`config.mk`:
```
export PLATFORM = sky130hd
export DESIGN_NAME = ball_motion
export DESIGN_NICKNAME = d
export VERILOG_FILES = /design/src/rtl/pong_pkg.sv /design/src/rtl/ball_integrator.sv /design/src/rtl/ball_motion.sv
export SDC_FILE = /design/constraint.sdc
export NUM_CORES = 1
export LEC_CHECK = 0
export ABC_AREA = 0
export CAP_MARGIN = 25
export CORE_ASPECT_RATIO = 1.75
export CORE_MARGIN = 2
export CORE_UTILIZATION = 32
export DETAILED_ROUTE_END_ITERATION = 10
export DONT_BUFFER_PORTS = 1
export GPL_ROUTABILITY_DRIVEN = 0
export PLACE_DENSITY = 0.5
export SYNTH_ARGS = -nofsm -noshare
export SYNTH_HDL_FRONTEND = slang
export SYNTH_HIERARCHICAL = 1
export SYNTH_SLANG_ARGS = --single-unit
```
`constraint.sdc`:
```
create_clock -name clk -period 3 [get_ports clk]
set_input_delay 0.6 -clock clk [delete_from_list [all_inputs] [get_ports clk]]
set_output_delay 0.6 -clock clk [all_outputs]
set_load 0.02 [all_outputs]
```
`src/rtl/pong_pkg.sv`:
```
// Shared pong definitions: game-state encoding, field geometry, serve
// parameters and the common position/velocity width.
package pong_pkg;

  localparam int POS_W = 10;

  typedef enum logic [1:0] {
    ST_IDLE  = 2'd0,
    ST_SERVE = 2'd1,
    ST_PLAY  = 2'd2,
    ST_SCORE = 2'd3
  } game_state_t;

  localparam logic [POS_W-1:0] CENTER_X     = 10'd320;
  localparam logic [POS_W-1:0] CENTER_Y     = 10'd240;
  localparam logic [POS_W-1:0] UP_Y         = 10'd140;
  localparam logic [POS_W-1:0] DOWN_Y       = 10'd340;
  localparam logic [POS_W-1:0] LEFT_GOAL_X  = 10'd130;
  localparam logic [POS_W-1:0] RIGHT_GOAL_X = 10'd510;
  localparam logic [POS_W-1:0] INIT_VX      = 10'd2;
  localparam logic [POS_W-1:0] INIT_VY      = 10'd1;
  localparam logic [POS_W-1:0] SPEED_CAP    = 10'd8;

  localparam int HOLD_STEPS = 60;
  localparam int HOLD_W     = $clog2(HOLD_STEPS);

  function automatic logic [POS_W-1:0] negate(input logic [POS_W-1:0] v);
    return ~v + 1'b1;
  endfunction

endpackage

```
`src/rtl/ball_integrator.sv`:
```
// Pure datapath: integrates one velocity step into the ball position,
// clamps y to the walls and flags/saturates goals on the new x.
module ball_integrator
  import pong_pkg::*;
(
  input  logic [POS_W-1:0] pos_x,
  input  logic [POS_W-1:0] pos_y,
  input  logic [POS_W-1:0] vel_x,
  input  logic [POS_W-1:0] vel_y,
  output logic [POS_W-1:0] new_x,
  output logic [POS_W-1:0] new_y,
  output logic             goal_left,
  output logic             goal_right
);

  logic [POS_W:0] sum_x;
  logic [POS_W:0] sum_y;

  // NOTE: every output gets a value on every path, so no latches are inferred.
  always_comb begin
    // 11-bit modular add of unsigned position and sign-extended velocity;
    // bit POS_W is the sign of the result.
    sum_x = {1'b0, pos_x} + {vel_x[POS_W-1], vel_x};
    sum_y = {1'b0, pos_y} + {vel_y[POS_W-1], vel_y};

    goal_left  = sum_x[POS_W] || (sum_x[POS_W-1:0] <= LEFT_GOAL_X);
    goal_right = !sum_x[POS_W] && (sum_x[POS_W-1:0] >= RIGHT_GOAL_X);

    if (goal_left)       new_x = LEFT_GOAL_X;
    else if (goal_right) new_x = RIGHT_GOAL_X;
    else                 new_x = sum_x[POS_W-1:0];

    if (sum_y[POS_W] || (sum_y[POS_W-1:0] < UP_Y)) new_y = UP_Y;
    else if (sum_y[POS_W-1:0] > DOWN_Y)             new_y = DOWN_Y;
    else                                            new_y = sum_y[POS_W-1:0];
  end

endmodule

```
`src/rtl/ball_motion.sv`:
```
// Registered ball-motion stage: serve/play/score sequencing, velocity latch,
// position integration and goal pulses. Optional BALL_SPEEDUP_EN adds rally speed-up.
module ball_motion
  import pong_pkg::*;
(
  input  logic             clk,
  input  logic             reset,
  input  logic             step,
  input  logic             start,
  input  logic             game_over,
  input  logic [POS_W-1:0] next_speed_x,
  input  logic [POS_W-1:0] next_speed_y,
  output logic [POS_W-1:0] ball_x,
  output logic [POS_W-1:0] ball_y,
  output logic [POS_W-1:0] now_speed_x,
  output logic [POS_W-1:0] now_speed_y,
  output logic [1:0]       game_state,
  output logic             point_p1,
  output logic             point_p2
);

  game_state_t       state, state_next;
  logic [HOLD_W-1:0] hold_cnt, hold_next;
  logic              serve_neg;
  logic [POS_W-1:0]  new_x, new_y, latch_vx;
  logic              goal_left, goal_right;

  ball_integrator u_integrator (
    .pos_x      (ball_x),
    .pos_y      (ball_y),
    .vel_x      (next_speed_x),
    .vel_y      (next_speed_y),
    .new_x      (new_x),
    .new_y      (new_y),
    .goal_left  (goal_left),
    .goal_right (goal_right)
  );

  assign game_state = state;

  always_comb begin
    state_next = state;
    hold_next  = hold_cnt;
    unique case (state)
      ST_IDLE:  if (start) state_next = ST_SERVE;
      ST_SERVE: state_next = ST_PLAY;
      ST_PLAY:  if (step && (goal_left || goal_right)) state_next = ST_SCORE;
      ST_SCORE: begin
        if (step) begin
          if (hold_cnt == HOLD_W'(HOLD_STEPS - 1)) begin
            hold_next  = '0;
            state_next = game_over ? ST_IDLE : ST_SERVE;
          end else begin
            hold_next = hold_cnt + 1'b1;
          end
        end
      end
      default: state_next = ST_IDLE;
    endcase
  end

  // NOTE: sequential state uses non-blocking assignments so every register
  // samples pre-edge values regardless of block ordering.
  always_ff @(posedge clk or posedge reset) begin
    if (reset) begin
      state    <= ST_IDLE;
      hold_cnt <= '0;
    end else begin
      state    <= state_next;
      hold_cnt <= hold_next;
    end
  end

`ifdef BALL_SPEEDUP_EN
  logic [3:0]       rally_cnt, rally_inc;
  logic             flip, bump;
  logic [POS_W-1:0] mag, mag_adj;

  // A sign change of x velocity is a paddle hit; every 4th hit adds one
  // pixel/step of magnitude to the latched x velocity.
  always_comb begin
    flip      = next_speed_x[POS_W-1] != now_speed_x[POS_W-1];
    rally_inc = rally_cnt + 1'b1;
    bump      = flip && (rally_inc[1:0] == 2'd0);
    mag       = next_speed_x[POS_W-1] ? negate(next_speed_x) : next_speed_x;
    mag_adj   = (bump && (mag < SPEED_CAP)) ? mag + 1'b1 : mag;
    latch_vx  = next_speed_x[POS_W-1] ? negate(mag_adj) : mag_adj;
  end

  always_ff @(posedge clk or posedge reset) begin
    if (reset) begin
      rally_cnt <= '0;
    end else if (state == ST_SERVE) begin
      rally_cnt <= '0;
    end else if (state == ST_PLAY && step && !goal_left && !goal_right && flip) begin
      rally_cnt <= rally_inc;
    end
  end
`else
  assign latch_vx = next_speed_x;
`endif

  always_ff @(posedge clk or posedge reset) begin
    if (reset) begin
      ball_x      <= CENTER_X;
      ball_y      <= CENTER_Y;
      now_speed_x <= '0;
      now_speed_y <= '0;
      point_p1    <= 1'b0;
      point_p2    <= 1'b0;
      serve_neg   <= 1'b0;
    end else begin
      point_p1 <= 1'b0;
      point_p2 <= 1'b0;
      unique case (state)
        ST_SERVE: begin
          ball_x      <= CENTER_X;
          ball_y      <= CENTER_Y;
          now_speed_x <= serve_neg ? negate(INIT_VX) : INIT_VX;
          now_speed_y <= INIT_VY;
        end
        ST_PLAY: begin
          if (step) begin
            ball_x <= new_x;
            ball_y <= new_y;
            if (goal_left || goal_right) begin
              now_speed_x <= '0;
              now_speed_y <= '0;
              point_p1    <= goal_right;
              point_p2    <= goal_left;
              // The next serve heads toward the player who just conceded.
              serve_neg   <= goal_left;
            end else begin
              now_speed_x <= latch_vx;
              now_speed_y <= next_speed_y;
            end
          end
        end
        ST_SCORE: begin
          if (state_next == ST_IDLE) begin
            ball_x <= CENTER_X;
            ball_y <= CENTER_Y;
          end
        end
        default: ;
      endcase
    end
  end

endmodule

```
; ---- Word-level counts from Yosys, hierarchy flattened
; Cells that the tools add are included.
; W data, S select, Z words.
[op_classes]
n_eq_ne = 6
muxes = 30
n_reduce_logical = 14
n_addsub = 3
magnitude_cmp = 4
[op_table]
columns = operator, count
row1 = $mux W10, 13
row2 = $pmux W10 S3, 2
row3 = $pmux W10 S2, 2
row4 = $add A10 B11 Y11, 2
row5 = $ge A10 B9 Y1 const B, 1
row6 = $gt A10 B9 Y1 const B, 1
row7 = $le A10 B8 Y1 const B, 1
row8 = $lt A10 B8 Y1 const B, 1
row9 = $mux W2, 4
row10 = $pmux W2 S4, 1
row11 = $mux W1, 7
row12 = $add A6 B1 Y6 const B, 1
row13 = $eq A6 B6 Y1 const B, 1
row14 = $mux W6, 1
row15 = $reduce_and A3 Y1, 2
row16 = $eq A2 B2 Y1 const B, 2
row17 = $logic_not A2 Y1, 2
row18 = $ne A2 B2 Y1 const B, 2
row19 = $reduce_and A2 Y1, 2
row20 = $logic_or A1 B1 Y1, 3
row21 = $reduce_bool A3 Y1, 1
row22 = $eq A2 B1 Y1 const B, 1
row23 = $logic_and A1 B1 Y1, 2
row24 = $reduce_bool A2 Y1, 1
row25 = $logic_not A1 Y1, 1
[word_totals]
regBits = 51
out_inout_bits = 44
inputBits = 25
elab_cells = 66

; ---- Logic depth before layout (Yosys ltp)
; Gate-level depths: netlist of the first run.
[logic_depth]
word_depth = 10
ltp_mapped = 13

; ---- Modules after synthesis
; Netlist of the first run, hierarchy kept.
[modules_own_cells]
columns = mod, area_per_inst_um2, instances, cells_each
row1 = ball_motion, 2454.9, 1, 207
row2 = ball_integrator, 1295.0, 1, 172

; ---- Worst setup path after synthesis of the first run
; Ideal clock, no wire load.
[synth_path]
path_kind = input-to-reg
start = in next_speed_x[0]
end = reg now_speed_x[0]
t_arrival_ps = 3279
path_buffers = 1
t_required_ps = 2879
path_slack_ps = -400
path_stages = 12
setup_time_ps = 121
cell_sequence = ha_1 -> fa_1 -> a211oi_1 -> o21ai_1 -> a31o_2 -> xnor2_1 -> o41a_1 -> nor2_1 -> nor2_1 -> and2_1 -> buf_2 -> a22o_1
[synth_between]
elab_chain_cells = 7
[synth_lines]
columns = element, line_no
row1 = "start, declared", ball_motion.sv:11  ; input logic [POS_W-1:0] next_speed_x,
row2 = $add A10 B11 Y11 *, ball_integrator.sv:23  ; sum_x = {1'b0, pos_x} + {vel_x[POS_W-1], vel_x};
row3 = $ge A10 B9 Y1 / $logic_not A1 Y1 (equally long branches), ball_integrator.sv:27  ; goal_right = !sum_x[POS_W] && (sum_x[POS_W-1:0] >= RIGHT_GOAL_X);
row4 = $logic_and A1 B1 Y1 *, ball_integrator.sv:27
row5 = via goal_right, ball_motion.sv:26  ; logic goal_left, goal_right;
row6 = $logic_or A1 B1 Y1 *, ball_motion.sv:126  ; if (goal_left || goal_right) begin
row7 = $mux W10 *, ball_motion.sv:126
row8 = $mux W10 *, ball_motion.sv:123  ; if (step) begin
row9 = $pmux W10 S2 *, ball_motion.sv:115  ; unique case (state)
row10 = "end signal, assigned", ball_motion.sv:119  ; now_speed_x <= serve_neg ? negate(INIT_VX) : INIT_VX;
row11 = "end signal, assigned", ball_motion.sv:134  ; now_speed_x <= latch_vx;
row12 = "end, declared", ball_motion.sv:15  ; output logic [POS_W-1:0] now_speed_x,
; Mark *: on every way through the listed nets, which the timed path passes. The rest lies on a longest branch. The select of a mux whose other input is x is not followed.
; A chain may end at the register's enable or synchronous reset.

; ---- Worst setup path in the final report of the first run
[layout_path]
start = reg ball_y[0]
end = reg ball_y[2]
[layout_between]
elab_chain_cells = 6
[layout_lines]
columns = element, line_no
row1 = "start, declared", ball_motion.sv:14  ; output logic [POS_W-1:0] ball_y,
row2 = "start signal, assigned", ball_motion.sv:125  ; ball_y <= new_y;
row3 = $add A10 B11 Y11 *, ball_integrator.sv:24  ; sum_y = {1'b0, pos_y} + {vel_y[POS_W-1], vel_y};
row4 = $gt A10 B9 Y1 / $lt A10 B8 Y1 (equally long branches), "ball_integrator.sv:34, ball_integrator.sv:33"
row5 = $mux W10 / $logic_or A1 B1 Y1 (equally long branches), "ball_integrator.sv:34, ball_integrator.sv:33"
row6 = $mux W10 *, ball_integrator.sv:33  ; if (sum_y[POS_W] || (sum_y[POS_W-1:0] < UP_Y)) new_y = UP_Y;
row7 = via new_y[2], ball_motion.sv:25  ; logic [POS_W-1:0] new_x, new_y, latch_vx;
row8 = $mux W10 *, ball_motion.sv:123
row9 = $pmux W10 S3 *, ball_motion.sv:115
; Marked as above.

==> results.json, run 1 <==
{
  "crit_path_start_kind": "flip-flop",
  "grt_util_all_layers": 0.188,
  "pin_count": 69,
  "dominantRegCellSynth": "dfrtp_1",
  "ys_seq_area_frac": 0.342,
  "area_growth_pct": 28.0,
  "grt_antenna_before_repair": 0,
  "arrival_ns": 3.18,
  "cts_tree": "done",
  "postSynth.asyncResetShare": 1.00,
  "syn_area_um2": 3750,
  "synth_top_family_by_area": "compound AO/OA/AOI/OAI gates",
  "grt_overflow_total": 0,
  "powerDensity_nw_per_um2": 1340,
  "required_ns": 3.17,
  "rows": 52,
  "drv_cap": 0,
  "drt_drc_violations_left": 5,
  "yosysUniqueCellTypes": 75,
  "vdd_drop_max_mv": 0.516,
  "first_global_vias": 3484,
  "fin_util": 0.417,
  "synth-edff-count": 0,
  "cts.sinks": 51,
  "relSlewSlack": 0.566,
  "rsz0062_at_grt": "yes",
  "wl_per_cell_um": 19.7,
  "critical_path_peak_fanout": 4,
  "clkTransAtPathRegs_ns": 0.08,
  "setup_violations": 1,
  "total_power_mw": 6.45,
  "die_h_um": 147,
  "muxShareOfSynthArea": 0.0637,
  "ff2ff_path_depth": 11,
  "hold_ws_ns": 0.226,
  "setup-tns-final_ns": -0.00282,
  "core-area_um2": 11500,
  "htreeDepth": 2,
  "tightest_slew_ns": 0.651,
  "nets": 492,
  "fin_worst_skew_ns": 0.00665,
  "failed_checks": "DRC, setup timing",
  "finalWirelength_um": 11400,
  "numCtsBuffers": 5,
  "mostFrequentLayoutCells": "buf_4 (72), dfrtp_1 (45), nand2_1 (27), inv_1 (23), ha_1 (19)",
  "finalWorstSetupSlack_ns": -0.00282,
  "final_antenna_net_count": 0,
  "worst_setup_path_end_kind": "flip-flop",
  "syn_area_per_cell_um2": 9.89,
  "clk_path_buf_depth": 2,
  "ys_ff_latch": 51,
  "start_util": 0.326,
  "yosys.area_share.xor_xnor": 0.0324,
  "synth_fa_ha_area_frac": 0.0834,
  "portBuffers": 0,
  "clockRootBuffer": "clkbuf_16",
  "dieArea_um2": 12600,
  "criticalPathCategory": "reg -> reg",
  "hpwl_um": 8910,
  "min_period_over_period": 1.00,
  "grt_max_degree": 30,
  "grt_pass1_wl_um": 18300,
  "hold_viol": 0,
  "fmax_mhz": 333,
  "timing.rr.start": "ball_y[0]",
  "r2r-end": "ball_y[2]",
  "yosys_warnings": 6,
  "synth_compound_area_frac": 0.277,
  "vias": 3216,
  "clock_latency_ns": 0.30,
  "final_common_cell": "buf_4",
  "drt_first_pass_iters": 9,
  "die_x_um": 85.8,
  "n_antenna_cell": 0,
  "drive_gt1_frac": 0.355,
  "leakagePower_nw": 2.16,
  "drtIter0Drc": 123,
  "hold_class": "in -> async",
  "fin_crit_ns": 3.00,
  "postSynthCellCount": 379,
  "maxSlewViolCount": 0,
  "status": "finished with violations",
  "r2r_slack_ns": -0.003,
  "yosys.area_share.simple": 0.147,
  "vias_per_cell": 5.54
}
## critical path, cell delays in order (launching register included)
cell and delay (ns):
dfrtp_1 0.41, ha_4 0.17, fa_2 0.35, a211o_1 0.33, and4b_1 0.24, a311oi_4 0.27
a21o_1 0.15, and3_1 0.19, a21oi_2 0.06, or4b_1 0.48, mux2i_1 0.14, o32ai_1 0.08
## report_power, final
group	internal (mW)	switching, mW	leakage [nW]
sequential	1.01	0.475	0.619
combinational	2.15	2.14	1.46
clock	0.398	0.285	0.0804
## cells in the mapped netlist, drive strengths merged (3+ instances only)
cell	number	area share
nand3	7	0.0093
o21ai	18	0.025
o22ai	4	0.0083
a2bb2oi	10	0.023
nor3b	3	0.0073
nor3	3	0.0053
xnor2	10	0.025
xor2	3	0.0070
nor4b	3	0.011
a21o	10	0.020
nor2	20	0.020
o32a	6	0.016
mux2i	16	0.043
dfstp	6	0.042
a31oi	4	0.0067
o211ai	3	0.0060
ha	21	0.070
inv	24	0.024
nand2	32	0.033
mux2	7	0.021
nand2b	6	0.010
o32ai	15	0.055
dfrtp	45	0.30
and2	3	0.0050
a21oi	23	0.037
a22o	9	0.021
and3	3	0.0050
nand3b	3	0.0060
o21bai	5	0.010
a211oi	4	0.0093
buf	16	0.028
## cells by family (layout without fill, tap and decap cells)
family	after synthesis	after routing
flops	51	51
xor+xnor	13	13
other cells	1	2
buf+inv	41	106
compound gates	127	127
mux	23	23
simple gates	99	99
fa+ha+maj	24	24
## through the flow
stage | area [um2] | std cells | worst slack (ns)
final | 4800 | 580 | -0.00282
after global routing | 4800 | 580 | -0.148
after CTS | 4670 | 576 | -0.0543
after detailed placement | 4390 | 564 | -0.425
after global placement | 4370 | 563 | -0.386
after floorplan | 3820 | 380 | -0.155
## repair_timing
action,in CTS,in global routing
gates cloned,1,0
resized for setup,16,17
endpoints found under the setup margin,26,32
hold buffers,0,0
setup buffers,6,5
pin swaps,21,19
## state kept, by name, summed over array words and instances, names as in the netlist
register and count:
ball_x 10, serve_neg 1, hold_cnt 6, point_p1 1, game_state 2, point_p2 1, now_speed_y 10, ball_y 10
now_speed_x 10
## final cells by class
type,instances,area [um2]
flip-flops and latches,51,1280
repair buffers,74,572
well taps,135,169
clock buffers,5,125
inverters,24,90.1
clock inverters,3,46.3
multi-input cells,288,2510
fillers,1115,6720
## worst max-delay path by stage
stage | start | slack, ns | to
4_1_cts | ball_y[0] | -0.05 | ball_y[2]
3_3_place_gp | next_speed_x[0] | -0.39 | now_speed_y[6]
6_report | ball_y[0] | -0.003 | ball_y[2]
5_1_grt | ball_y[0] | -0.15 | ball_y[2]
2_1_floorplan | next_speed_x[0] | -0.16 | now_speed_x[0]
3_5_place_dp | next_speed_x[0] | -0.42 | now_speed_y[6]
## per-layer routing
layer,GRT usage,routed length (um),vias to the layer above,share of wire
li1,-,-,1555,-
met1,0.182,3970,1584,0.35
met2,0.378,6710,65,0.59
met3,0.0382,515,12,0.045
met4,0.0635,247,0,0.022
met5,0,0,-,0
No activity file was read; power rests on OpenSTA's default activity.
==> inputs of run 2 (changes only) <==
Settings changed: CORE_MARGIN 2 to 3, SLEW_MARGIN from default to 10.
==> run 2 against run 1 <==
The flow finishes with violations (setup timing). Worst hold slack got worse by 0.017 ns. Sequential power about the same. Maximum frequency decreased by 2.6%. Critical path depth increased by 1. Critical endpoint unchanged.
==> results.json, run 2 (synthesis gave the netlist of run 1 again) <==
{
  "status": "finished with violations",
  "failed_checks": "setup timing",
  "ff2ff_path_depth": 12,
  "start_util": 0.332,
  "total_power_mw": 6.57,
  "drt_first_pass_iters": 4,
  "core-area_um2": 11300,
  "pwr-share-comb": 0.667,
  "vias": 3222,
  "mostFrequentLayoutCells": "buf_4 (68), dfrtp_1 (45), inv_1 (23), nand2_1 (19), ha_1 (19)",
  "leakagePower_nw": 2.21,
  "rsz0062_at_grt": "yes",
  "max_stage_delay_ns": 0.54,
  "criticalPathCategory": "reg -> reg",
  "worst_setup_path_end_kind": "flip-flop",
  "p_int_mw": 3.64,
  "timing.rr.start": "ball_y[0]",
  "maxSlewViolCount": 0,
  "drtIter0Drc": 126,
  "clock_latency_ns": 0.29,
  "r2r-end": "ball_y[2]",
  "fin_util": 0.432,
  "hold_viol": 0,
  "fin_cells": 578,
  "portBuffers": 0,
  "clk_path_buf_depth": 2,
  "die_x_um": 87.8,
  "grt_max_degree": 31,
  "cts.sinks": 51,
  "relSlewSlack": 0.230,
  "critical_path_peak_fanout": 4,
  "dp.cells": 558,
  "grt_util_all_layers": 0.179,
  "r2r_slack_ns": -0.08,
  "crit_path_start_kind": "flip-flop",
  "finalWorstSetupSlack_ns": -0.0820,
  "n_antenna_cell": 0,
  "drv_cap": 0,
  "finalWirelength_um": 11600,
  "fin_worst_skew_ns": 0.00367,
  "grt_overflow_total": 0,
  "tightest_slew_ns": 1.16,
  "htreeDepth": 2,
  "vias_per_cell": 5.57,
  "dieArea_um2": 13100,
  "postLayoutCellArea_um2": 4880,
  "cpMaxStageDelayCell": "or4b_1",
  "pin_count": 69,
  "placed_area_um2": 4360,
  "final_common_cell": "buf_4",
  "fmax_mhz": 324,
  "clkPwrFrac": 0.106,
  "switching_share": 0.447,
  "path_cells": "ha_4 -> fa_2 -> a211o_1 -> buf_4 -> a21oi_2 -> o21ai_2 -> a21o_1 -> a21oi_2 -> xnor2_2 -> or4b_1 -> mux2i_1 -> o32ai_1",
  "ctsHoldBuffers": 0,
  "power_switching_mw": 2.93,
  "wl_per_cell_um": 20.0,
  "clockRootBuffer": "clkbuf_16",
  "grt_pass1_wl_um": 18000,
  "final_antenna_net_count": 0,
  "numCtsBuffers": 5,
  "hold_class": "in -> async",
  "powerDensity_nw_per_um2": 1350,
  "grt_antenna_before_repair": 0,
  "nets": 493,
  "arrival_ns": 3.23,
  "cts_tree": "done",
  "rows": 51,
  "die_h_um": 149,
  "drive_gt1_frac": 0.383,
  "vdd_drop_max_mv": 0.621,
  "min_period_over_period": 1.03,
  "required_ns": 3.15,
  "area_growth_pct": 30.1,
  "drt_drc_violations_left": 0,
  "p_seq_frac": 0.227,
  "first_global_vias": 3383,
  "path_common_cell": "a21oi_2",
  "hpwl_um": 8660,
  "fin_crit_ns": 3.08,
  "setup_violations": 6,
  "clkTransAtPathRegs_ns": 0.07
}
## run 2: cell types whose count changed in the layout (fill, tap and decap cells not counted), sizes merged
cell,before,now
and2,3,4
clkbuf,5,6
clkinvlp,1,0
## run 2: power by group through the flow
stage                     combinational [mW]  clock (mW)  sequential (mW)
after floorplan                         2.36           0             1.58
after detailed placement                3.81           0             1.51
after global placement                  3.77           0             1.50
final                                   4.38       0.696             1.49
after CTS                               4.07       0.719             1.50
after global routing                    4.78       0.744             1.55
## run 2: final cells by class
cell class	count	area [um2]
well taps	132	165
clock buffers	6	139
inverters	24	90.1
repair buffers	74	587
fillers	1065	6420
multi-input cells	289	2570
flip-flops and latches	51	1280
clock inverters	2	38.8
## run 2: routing by layer
layer | GRT usage | routed length [um] | vias up
met5 | 0 | 0 | -
met4 | 0.0806 | 544 | 0
met3 | 0.0387 | 676 | 29
met2 | 0.332 | 6260 | 86
met1 | 0.186 | 4090 | 1539
li1 | - | - | 1568
## run 2: worst max path at each step
stage	start	to	slack [ns]	cells after the start
2_1_floorplan	next_speed_x[0]	now_speed_x[0]	-0.16	13
3_3_place_gp	next_speed_y[0]	ball_y[5]	-0.39	12
3_5_place_dp	next_speed_y[0]	ball_y[5]	-0.41	12
4_1_cts	ball_y[0]	ball_y[2]	-0.15	12
5_1_grt	ball_y[0]	ball_y[2]	-0.22	12
6_report	ball_y[0]	ball_y[2]	-0.08	12
## run 2: per-stage QoR
stage          TNS [ns]  hold WS [ns]  setup slack [ns]
2_1_floorplan     -1.62         0.469            -0.155
3_3_place_gp      -7.01         0.490            -0.389
5_1_grt           -3.35         0.239            -0.216
6_report         -0.190         0.210           -0.0820
4_1_cts          -0.345         0.223            -0.146
3_5_place_dp      -8.06         0.496            -0.407
## run 2: worst max-delay path: cells and delay by family (launching register included)
family                   cells  cell delay, ns
AO/OA/AOI/OAI                6            1.00
XOR/XNOR                     1            0.13
adder cells (fa/ha/maj)      2            0.54
buffers and inverters        1            0.16
flip-flops                   1            0.42
multiplexers                 1            0.14
AND/OR/NAND/NOR              1            0.54
## run 2: timing repair
item                       4_1_cts  5_1_grt
cloned                           0        1
buffers inserted                 7        4
setup endpoints to repair       25       31
gates resized for setup         14       38
pin swaps                       11       22
==> inputs of run 3 (changes only) <==
Settings changed: PLACE_DENSITY 0.5 to 0.49.
Clock period 3 ns to 3.1 ns, I/O delays scaled along.
==> run 3 against run 2 <==
Sequential share of layout area up 1.3 points. Critical path type unchanged. Maximum frequency up 1.1%. Critical path depth up 2. Via count down 0.65%. Global-route usage down 0.41 points. First-iteration DRC count down 44%. Critical endpoint is now now_speed_x[8]. The flow now finishes without violations. Largest power group unchanged. Worst hold slack worse by 0.031 ns. Count of clock-buffer cells in the layout down 1. Combinational power down 11%. Cell count down 2.2%. Non-clock buffer count down 12.
==> results.json, run 3 (synthesis gave the netlist of run 1 again) <==
{
  "status": "complete, no violations",
  "ff2ff_path_depth": 14,
  "die_h_um": 149,
  "cts_tree": "done",
  "grt_util_all_layers": 0.175,
  "setup-tns-final_ns": 0,
  "drt_first_pass_iters": 4,
  "clockRootBuffer": "clkbuf_16",
  "first_global_vias": 3277,
  "fin_crit_ns": 3.05,
  "leakagePower_nw": 2.07,
  "crit_path_start_kind": "flip-flop",
  "drv_cap": 0,
  "finalWirelength_um": 11100,
  "powerDensity_nw_per_um2": 1300,
  "vias_per_cell": 5.67,
  "postLayoutCellArea_um2": 4650,
  "tightest_slew_ns": 0.661,
  "pin_count": 69,
  "fmax_mhz": 328,
  "worst_setup_path_end_kind": "flip-flop",
  "cp_num_buf_inv": 2,
  "final_antenna_net_count": 0,
  "drtIter0Drc": 70,
  "nets": 480,
  "dieArea_um2": 13100,
  "worst-path-stages": 14,
  "hold_class": "in -> async",
  "r2r-end": "now_speed_x[8]",
  "crit_path_end": "now_speed_x[8]",
  "mostFrequentLayoutCells": "buf_4 (59), dfrtp_1 (45), nand2_1 (29), inv_1 (23), ha_1 (19)",
  "area_growth_pct": 23.9,
  "max_stage_delay_ns": 0.41,
  "core-area_um2": 11300,
  "min_period_over_period": 0.983,
  "grt_antenna_before_repair": 0,
  "grt_pass1_wl_um": 17600,
  "placed_area_um2": 4290,
  "fin_worst_skew_ns": 0.00824,
  "relSlewSlack": 0.559,
  "setup_violations": 0,
  "start_util": 0.332,
  "n_antenna_cell": 0,
  "clock_latency_ns": 0.30,
  "numCtsBuffers": 5,
  "grt_overflow_total": 0,
  "crit_family": "compound AO/OA/AOI/OAI gates",
  "drt_drc_violations_left": 0,
  "maxSlewViolCount": 0,
  "arrival_ns": 3.28,
  "rows": 51,
  "wl_per_cell_um": 19.7,
  "clk_path_buf_depth": 2,
  "clkTransAtPathRegs_ns": 0.08,
  "rsz0062_at_grt": "yes",
  "num-fill-cells": 1119,
  "path_cells": "ha_4 -> fa_2 -> a211oi_4 -> o21bai_1 -> a21oi_1 -> xnor2_1 -> buf_4 -> o41ai_2 -> and2_1 -> a21o_1 -> nor4b_4 -> buf_6 -> nand2_1 -> a2bb2oi_2",
  "timing.rr.start": "ball_x[0]",
  "final_common_cell": "buf_4",
  "portBuffers": 0,
  "vias": 3201,
  "fin_util": 0.411,
  "cpMaxStageDelayCell": "dfrtp_1",
  "grt_max_degree": 36,
  "criticalPathCategory": "reg -> reg",
  "total_power_mw": 6.05,
  "required_ns": 3.33,
  "cts.sinks": 51,
  "vdd_drop_max_mv": 0.552,
  "crit_start": "ball_x[0]",
  "drive_gt1_frac": 0.326,
  "ctsHoldBuffers": 0,
  "htreeDepth": 2,
  "critical_path_peak_fanout": 8,
  "die_x_um": 87.8,
  "r2r_slack_ns": 0.05,
  "hpwl_um": 8590,
  "hold_viol": 0
}
-- run 3: through the flow --
stage	setup WS, ns	instances	hold slack, ns
detailed placement	-0.267	550	0.497
finish	0.0517	565	0.179
floorplan	-0.0750	380	0.469
global placement	-0.239	549	0.488
global route	-0.112	565	0.202
CTS	0.00965	558	0.187
-- run 3: worst min path at each step --
| stage | from | to | slack, ns | cells after the start |
|---|---|---|---|---|
| after floorplan | serve_neg | serve_neg | 0.47 | 1 |
| after global placement | serve_neg | serve_neg | 0.49 | 1 |
| after detailed placement | serve_neg | serve_neg | 0.50 | 1 |
| after CTS | reset | now_speed_y[7] | 0.19 | 1 |
| after global routing | reset | now_speed_y[7] | 0.20 | 1 |
| final | reset | now_speed_y[7] | 0.18 | 1 |
-- run 3: layer usage --
metal  up-vias  GRT usage  wire (um)  part of all wire
li1       1539          -          -                 -
met1      1562      0.186       4140              0.37
met2        79      0.329       6130              0.55
met3        21     0.0310        479             0.043
met4         0     0.0707        366             0.033
met5         -          0          0                 0
-- run 3: worst reg2reg max path, cell delays in order, from the launching register on --
cell and delay (ns):
dfrtp_1 0.41, ha_4 0.18, fa_2 0.38, a211oi_4 0.24, o21bai_1 0.08, a21oi_1 0.18
xnor2_1 0.16, buf_4 0.15, o41ai_2 0.06, and2_1 0.16, a21o_1 0.21, nor4b_4 0.36
buf_6 0.20, nand2_1 0.09, a2bb2oi_2 0.13
-- run 3: what timing repair did --
action,CTS,global route
endpoints found under the hold margin,0,0
pin swaps,0,21
resized for setup,5,21
gates cloned,0,0
setup endpoints to repair,18,31
setup buffers,0,7
-- run 3: report_power, final --
| group | switching [mW] | internal, mW | total, mW | leakage, nW |
|---|---|---|---|---|
| Combinational | 1.93 | 1.98 | 3.91 | 1.37 |
| Sequential | 0.503 | 0.981 | 1.48 | 0.619 |
| Clock | 0.274 | 0.382 | 0.655 | 0.0838 |
-- run 3: layout make-up --
| type | count | area (um2) | share of cell area |
|---|---|---|---|
| Clock inverter | 3 | 43.8 | 0.00942 |
| Clock buffer | 5 | 125 | 0.0269 |
| Tap cell | 132 | 165 | 0.0355 |
| Sequential cell | 51 | 1280 | 0.276 |
| Multi-Input combinational cell | 288 | 2450 | 0.527 |
| Inverter | 24 | 90.1 | 0.0194 |
| Timing Repair Buffer | 62 | 489 | 0.105 |
